### config.mk
export PLATFORM = sky130hd
export DESIGN_NAME = ripple_add_sequencer
export DESIGN_NICKNAME = d
export VERILOG_FILES = /design/src/rtl/ripple_seq_pkg.sv /design/src/rtl/ripple_adder.sv /design/src/rtl/ripple_add_sequencer.sv
export SDC_FILE = /design/constraint.sdc
export NUM_CORES = 1
export LEC_CHECK = 0
export CAP_MARGIN = 20
export CORE_ASPECT_RATIO = 1.75
export CORE_MARGIN = 3
export CORE_UTILIZATION = 40
export CTS_CLUSTER_SIZE = 24
export DETAILED_ROUTE_END_ITERATION = 10
export PLACE_DENSITY = 0.76
export SETUP_SLACK_MARGIN = 0.4
export SLEW_MARGIN = 20
export SYNTH_ARGS = -nofsm -noshare
export SYNTH_HDL_FRONTEND = slang
export SYNTH_HIERARCHICAL = 1
export SYNTH_SLANG_ARGS = --single-unit
### constraint.sdc
create_clock -name clk -period 9.5 [get_ports clk]
set_input_delay 1.9 -clock clk [delete_from_list [all_inputs] [get_ports clk]]
set_output_delay 1.9 -clock clk [all_outputs]
set_load 0.01 [all_outputs]
### src/rtl/ripple_seq_pkg.sv
// ripple_seq_pkg: shared definitions for the nibble-serial adder sequencer.
//   state_t  : sequencer states (IDLE, RUN, DONE)
//   NIBBLE_W : width of the shared ripple adder slice (4)
package ripple_seq_pkg;

    localparam int NIBBLE_W = 4;

    typedef enum logic [1:0] {
        IDLE = 2'd0,
        RUN  = 2'd1,
        DONE = 2'd2
    } state_t;

endpackage

### src/rtl/ripple_adder.sv
// ripple_adder: 4-bit ripple-carry adder, the single arithmetic resource
// that the sequencer time-shares across nibbles.
//   sum  [3:0] out : a + b + cin, low 4 bits
//   cout       out : carry out of bit 3
//   a, b [3:0] in  : addends
//   cin        in  : carry in to bit 0
module ripple_adder
    import ripple_seq_pkg::*;
(
    output logic [NIBBLE_W-1:0] sum,
    output logic                cout,
    input  logic [NIBBLE_W-1:0] a,
    input  logic [NIBBLE_W-1:0] b,
    input  logic                cin
);

    logic [NIBBLE_W:0] c;

    assign c[0] = cin;

    for (genvar i = 0; i < NIBBLE_W; i++) begin : g_fa
        assign sum[i]   = a[i] ^ b[i] ^ c[i];
        assign c[i+1]   = (a[i] & b[i]) | (c[i] & (a[i] ^ b[i]));
    end

    assign cout = c[NIBBLE_W];

endmodule

### src/rtl/ripple_add_sequencer.sv
// ripple_add_sequencer: adds two WIDTH-bit operands one nibble per clock,
// LSB nibble first, through one shared 4-bit ripple_adder. The carry out of
// each nibble is registered and fed back as the carry in of the next.
//
// Ports:
//   clk, rst            : clock, synchronous active-high reset
//   in_valid / in_ready : operand handshake (in_ready high only in IDLE)
//   a, b [WIDTH-1:0]    : operands, captured on the accept edge only
//   cin                 : initial carry into nibble 0
//   op                  : 0 add, 1 subtract (only with RIPPLE_SEQ_SUB_EN)
//   out_valid/out_ready : result handshake (out_valid high only in DONE)
//   sum [WIDTH-1:0]     : result, stable throughout DONE
//   cout                : carry out of bit WIDTH-1 (1 = no borrow on subtract)
//
// Build option: define RIPPLE_SEQ_SUB_EN to add the op port and subtract
// support (B latched inverted, initial carry forced to 1).
//
// WIDTH must be a multiple of 4 and at least 4.
module ripple_add_sequencer
    import ripple_seq_pkg::*;
#(
    parameter int WIDTH = 16
) (
    input  logic             clk,
    input  logic             rst,
    input  logic             in_valid,
    output logic             in_ready,
    input  logic [WIDTH-1:0] a,
    input  logic [WIDTH-1:0] b,
    input  logic             cin,
`ifdef RIPPLE_SEQ_SUB_EN
    input  logic             op,
`endif
    output logic             out_valid,
    input  logic             out_ready,
    output logic [WIDTH-1:0] sum,
    output logic             cout
);

    localparam int NIB = WIDTH / NIBBLE_W;
    localparam int CW  = (NIB > 1) ? $clog2(NIB) : 1;

    state_t                state;
    logic [WIDTH-1:0]      a_q;
    logic [WIDTH-1:0]      b_q;
    logic [WIDTH-1:0]      sum_q;
    logic                  carry_q;
    logic [CW-1:0]         idx;

    logic [WIDTH-1:0]      b_in;
    logic                  c_in;
    logic [NIBBLE_W-1:0]   nib_a;
    logic [NIBBLE_W-1:0]   nib_b;
    logic [NIBBLE_W-1:0]   nib_sum;
    logic                  nib_cout;

    // Two's-complement subtract reuses the adder: a + ~b + 1.
`ifdef RIPPLE_SEQ_SUB_EN
    assign b_in = op ? ~b : b;
    assign c_in = op | cin;
`else
    assign b_in = b;
    assign c_in = cin;
`endif

    assign nib_a = a_q[idx*NIBBLE_W +: NIBBLE_W];
    assign nib_b = b_q[idx*NIBBLE_W +: NIBBLE_W];

    ripple_adder u_adder (
        .sum  (nib_sum),
        .cout (nib_cout),
        .a    (nib_a),
        .b    (nib_b),
        .cin  (carry_q)
    );

    always_ff @(posedge clk) begin
        if (rst) begin
            state   <= IDLE;
            a_q     <= '0;
            b_q     <= '0;
            sum_q   <= '0;
            carry_q <= 1'b0;
            idx     <= '0;
        end else begin
            case (state)
                IDLE: begin
                    if (in_valid) begin
                        a_q     <= a;
                        b_q     <= b_in;
                        carry_q <= c_in;
                        idx     <= '0;
                        state   <= RUN;
                    end
                end
                RUN: begin
                    sum_q[idx*NIBBLE_W +: NIBBLE_W] <= nib_sum;
                    carry_q                         <= nib_cout;
                    if (idx == CW'(NIB - 1))
                        state <= DONE;
                    else
                        idx <= idx + 1'b1;
                end
                DONE: begin
                    if (out_ready)
                        state <= IDLE;
                end
                default: state <= IDLE;
            endcase
        end
    end

    // Handshake outputs decode registered state only, so there is no
    // combinational path from in_valid or out_ready.
    assign in_ready  = (state == IDLE);
    assign out_valid = (state == DONE);
    assign sum       = sum_q;
    assign cout      = carry_q;

endmodule

=== Yosys cells after proc, flatten, opt, wreduce, memory -nomap -nowiden ===
Index checks and enable logic that the tools add are counted.

* Add/sub/neg operators: 2
* Equal/unequal tests: 7
* Shift-type cells: 4
* Muxes and demuxes: 10
* Bitwise gates (word level): 20
* Reduce and logical (&&, ||, !) cells: 6

{| class="wikitable"
|+ Operators with widths
! kind !! count
|-
| 4-bit negator with 34-bit output || 1
|-
| 4-bit by 34-bit variable shift with 16-bit output (first input constant) || 1
|-
| 4-bit by 34-bit variable part select with 16-bit output || 1
|-
| 16-bit by 5-bit variable part select with 4-bit output || 2
|-
| 16-bit bitwise mux || 1
|-
| 2-bit two-way mux || 5
|-
| 1-bit bitwise AND || 8
|-
| 1-bit XOR || 8
|-
| 2-bit != test (second input constant) || 3
|-
| 2-bit one-hot mux with 3 select lines || 1
|-
| 3-bit AND reduction || 2
|-
| 2-bit equality test (second input constant) || 2
|-
| 1-bit OR || 4
|-
| 2-bit one-hot mux with 2 select lines || 1
|-
| 2-bit AND reduction || 2
|-
| 2-bit by 1-bit adder with 2-bit output (second input constant) || 1
|-
| 2-bit by 1-bit equality test with 1-bit output (second input constant) || 1
|-
| 2-bit logical NOT || 1
|-
| 2-bit by 1-bit != test with 1-bit output (second input constant) || 1
|-
| 1-bit one-hot mux with 2 select lines || 1
|-
| 2-bit nonzero test || 1
|-
| 1-bit two-way mux || 1
|}

* Bits in registers: 53
* Word-level logic and storage cells: 55

=== Logic depth before layout (Yosys ltp) ===
* Depth after elaboration: 11
* Mapped depth: 12
* Gate-level depth less buffers: 11

=== By module ===
Netlist, hierarchy kept.

{| class="wikitable"
|+ By module, submodules not included
! module !! times used !! cells each !! area each (um^2) !! sequential area each (um^2)
|-
| ripple_add_sequencer || 1 || 254 || 2275.9 || 1061.0
|-
| ripple_adder || 1 || 14 || 117.6 || 0.0
|}

=== Worst setup path before layout ===
OpenSTA, ideal clock, no wires.

* Path type: flip-flop to flip-flop
* Start: reg idx[0]
* End: reg sum_q[15], in the netlist sum[15]
* Library setup time: 0.070 ns
* Data arrival time: 2.993 ns
* Data required time: 9.430 ns
* Setup slack: 6.436 ns
* Cell stages (with the launch flop): 13
* Clock period less this slack: 3.064 ns
* Path through: dfxtp_1 buf_2 mux4_2 fa_1 inv_1 fa_1 inv_1 fa_1 inv_1 fa_1 inv_1 nand3_1 a21oi_1

* Longest elaborated chain between the ends: 11
* Elaborated cells on any way between the ends: 23
* Those cells by class: add/sub: 1; shift: 4; mux: 1; bitwise: 17

{| class="wikitable"
|+ RTL lines
! what !! line !! RTL
|-
| from (decl) || ripple_add_sequencer.sv:48 || <nowiki>logic [CW-1:0] idx;</nowiki>
|-
| from (signal assigned) || ripple_add_sequencer.sv:102 || <nowiki>idx <= idx + 1'b1;</nowiki>
|-
| 16-bit by 5-bit variable part select with 4-bit output (*) || ripple_add_sequencer.sv:66 || <nowiki>assign nib_a = a_q[idx*NIBBLE_W +: NIBBLE_W];</nowiki>
|-
| named net nib_a[0] || ripple_add_sequencer.sv:52 || <nowiki>logic [NIBBLE_W-1:0] nib_a;</nowiki>
|-
| 1-bit XOR || ripple_adder.sv:23 || <nowiki>assign c[i+1] = (a[i] & b[i]) | (c[i] & (a[i] ^ b[i]));</nowiki>
|-
| 1-bit bitwise AND || ripple_adder.sv:23 ||
|-
| 1-bit OR (*) || ripple_adder.sv:23 ||
|-
| 1-bit bitwise AND (*) || ripple_adder.sv:23 ||
|-
| 1-bit OR (*) || ripple_adder.sv:23 ||
|-
| 1-bit bitwise AND (*) || ripple_adder.sv:23 ||
|-
| 1-bit OR (*) || ripple_adder.sv:23 ||
|-
| 1-bit XOR (*) || ripple_adder.sv:22 || <nowiki>assign sum[i] = a[i] ^ b[i] ^ c[i];</nowiki>
|-
| named net nib_sum[3] || ripple_add_sequencer.sv:54 || <nowiki>logic [NIBBLE_W-1:0] nib_sum;</nowiki>
|-
| 4-bit by 34-bit variable part select with 16-bit output (*) || ripple_add_sequencer.sv:97 || <nowiki>sum_q[idx*NIBBLE_W +: NIBBLE_W] <= nib_sum;</nowiki>
|-
| 16-bit bitwise mux (*) || ripple_add_sequencer.sv:97 ||
|-
| to (signal, indexed assignment) || ripple_add_sequencer.sv:97 ||
|-
| to (decl) || ripple_add_sequencer.sv:46 || <nowiki>logic [WIDTH-1:0] sum_q;</nowiki>
|}

Mark *: on every way through the listed nets, which the timed path passes. The rest lies on a longest branch.
A chain may end at the register's enable or synchronous reset.

=== Final worst setup path ===
* Start: reg state[1]
* End: out out_valid

* Longest elaborated chain between the ends: 1

{| class="wikitable"
|+ RTL lines
! what !! line !! RTL
|-
| from (decl) || ripple_add_sequencer.sv:43 || <nowiki>state_t state;</nowiki>
|-
| from (signal assigned) || ripple_add_sequencer.sv:79 || <nowiki>state <= IDLE;</nowiki>
|-
| from (signal assigned) || ripple_add_sequencer.sv:93 || <nowiki>state <= RUN;</nowiki>
|-
| from (signal assigned) || ripple_add_sequencer.sv:100 || <nowiki>state <= DONE;</nowiki>
|-
| 2-bit equality test || ripple_add_sequencer.sv:116 || <nowiki>assign out_valid = (state == DONE);</nowiki>
|-
| to (decl) || ripple_add_sequencer.sv:34 || <nowiki>output logic out_valid,</nowiki>
|}

Every way passes these cells.

==> results.cfg <==
[die]
coreArea_um2 = 5680
pin_count = 56
die_x_um = 64.5
num_rows = 36
die_area_um2 = 6980
start_util_pct = 42.2
die-height_um = 108

[pwr]
p_sw_share_pct = 25.2
combPwrFrac_pct = 15.9
p_leak_nw = 1.12
peakVddDrop_v = 0.0000880
share_seq_of_total_power_pct = 53.6
report.power.total_w = 0.000445
switching_power_w = 0.000112
clkPwrFrac_pct = 30.5
powerDensity_nw_per_um2 = 145
intPower_w = 0.000333

[synth]
synth_seq_area_share_pct = 44.3
yosysWarnings = 6
synth_cell_types = 30
netlist_instances = 268
ys_async_sr_fraction_pct = 0
ys_seq_elements = 53
synthTopCellsByCount = 69 x nand2_1, 53 x dfxtp_1, 41 x a21oi_1
syn_area_um2 = 2390
syn-mean-instance-area_um2 = 8.93
synth_top_area_share_pct = 44.3
syn-num-nets = 314
synth_top_area_cell = dfxtp_1
synth_edf_count = 0
yosysMostFrequentCell = nand2_1
synth_area_leaders = dfxtp_1 44%, nand2_1 11%, a21oi_1 8.6%
ys.flop_type = dfxtp_1

[global_route]
grt_remaining_overflow = 0
grt.total_usage_pct = 15.8
antenna_found_initial = 0
grt_first_pass_wirelength_mm = 8.58
grt_max_degree = 57
first_global_vias = 1918

[drt]
firstDrtPassIters = 4
drc = 0
via_per_inst = 4.96
wl_per_cell_um = 13.3
drt_wl_total_mm = 5.16
ant_nets = 0
drt_iter0_markers = 120
vias = 1930

[worst_setup_path]
crit_required_ns = 7.60
cp_max_fo = 12
cp_num_buf_inv = 1
worstSetupEndpointType = primary output
worstSetupStartpointType = flip-flop
crit_family = flip-flops
cpPeakStageDelay_ns = 0.60
slowest_stage = dfxtp_1
arrival_ns = 1.68
worstPathCellList = nor2b_1, clkdlybuf4s50_1
crit_type = flip-flop to primary output

[timing]
fin_skew_ns = 0.00569
fmax_mhz = 279
rsz0062_at_grt = no
fin_setup_tns_ns = 0
min_period_ns = 3.58
hold_violations = 0
fin_crit_sh_pct = 37.7
setup_viol = 0
whs_ns = 0.457
drv_slew = 0
setup_slack_ns = 5.92
worst_pin_slew_ns = 0.975
maxSlewHeadroom_pct = 35.0

[clock_tree]
clockBufferDepth = 2
cts_resized = 0
cts_tree = built
cts_sinks = 53
cts_hold_buffers = 0
h-tree-depth = 2
cts_buffers = 5
path_clk_slew_ns = 0.09
cts_setup_buffers = 0
clock_latency_ns = 0.30
cts_root_buf = clkbuf_8

[finish]
syn2layout_area_growth_pct = 28.0
drive_above_1_share_pct = 9.58
diodes = 0
nets = 358

[status]
outcome = completed

[place]
io_buffers = 55
dp.final_hpwl_mm = 3.72
place_congestion = 0.794
post-place-ws_ns = 5.87

[job]
drv_cap = 0

[hold_path]
hold_class = flip-flop to flip-flop
-- logic make-up (layout without fill, tap and decap cells) --
kind of cell / Yosys count / count (layout) / share of synthesized area [%]
flops: 53 / 53 / 44.3
mux: 9 / 9 / 7.95
compound gates: 52 / 52 / 12.8
buf+inv: 34 / 79 / 6.38
simple gates: 111 / 111 / 22.6
fa+ha+maj: 9 / 9 / 5.96
-- path summary, 6_finish.rpt --
| check | slack [ns] | cells past startpoint | end | startpoint |
|---|---|---|---|---|
| min reg2reg | 0.46 | 2 | a_q[13] | a_q[13] |
| max reg2reg | 6.35 | 12 | sum[15] | idx[0] |
| min | 0.46 | 2 | a_q[13] | a_q[13] |
| max | 5.92 | 2 | out_valid | state[1] |
-- registers in the layout (all words and copies together), names as in the netlist --
name   cells
idx        2
sum       16
b_q       16
state      2
a_q       16
cout       1
-- layout make-up --
type | instances | area (µm²)
clock buffers | 7 | 96.3
clock inverters | 1 | 5.00
fillers | 570 | 2610
inverters | 14 | 52.6
multi-input cells | 181 | 1190
flip-flops and latches | 53 | 1060
well taps | 76 | 95.1
repair buffers | 57 | 568
-- worst register-to-register path, stage by stage, from the launching register on --
cell and delay, ns:
dfxtp_1 0.31, buf_4 0.25, mux4_2 0.56, fa_1 0.42, inv_1 0.07, fa_1 0.15, inv_1 0.05, fa_1 0.35
inv_1 0.07, fa_1 0.40, inv_1 0.17, nand3_1 0.11, a21oi_1 0.16
-- metrics by stage --
stage               util (%)  cell area, µm²  std cells
detailed placement      52.2            2960        381
global placement        51.9            2950        380
CTS                     54.0            3060        389
finish                  54.0            3060        389
floorplan                  -            2390        268
global route            54.0            3060        389
-- power groups by stage --
stage	combinational [W]	clock (W)	sequential, W
floorplan	0.0000439	0	0.000242
global placement	0.0000691	0	0.000243
detailed placement	0.0000712	0	0.000244
CTS	0.0000714	0.000140	0.000239
global route	0.0000786	0.000150	0.000240
finish	0.0000706	0.000136	0.000239
-- layer usage --
metal	vias to the layer above	global-route usage (%)	routed length, µm
met1	890	16.6	1940
met4	0	6.51	87
met3	11	2.81	167
met2	44	30.3	2970
met5	-	0	0
li1	985	-	-
-- cell usage in the layout (no fill, tap or decap), types with 2 or more instances in the layout --
master           instances
nand2_1                 69
nor3_1                   4
nor2b_1                  2
nor2_1                   2
nor3b_1                  9
and3b_1                  4
mux4_2                   8
dfxtp_1                 53
or3b_1                   2
nand3_1                  8
fa_1                     4
a31o_2                   8
a21oi_1                 41
nand2b_1                 6
clkdlybuf4s50_1         54
inv_1                   14
ha_1                     5
clkbuf_8                 7
Note: power is estimated with default switching activity, not from simulation.
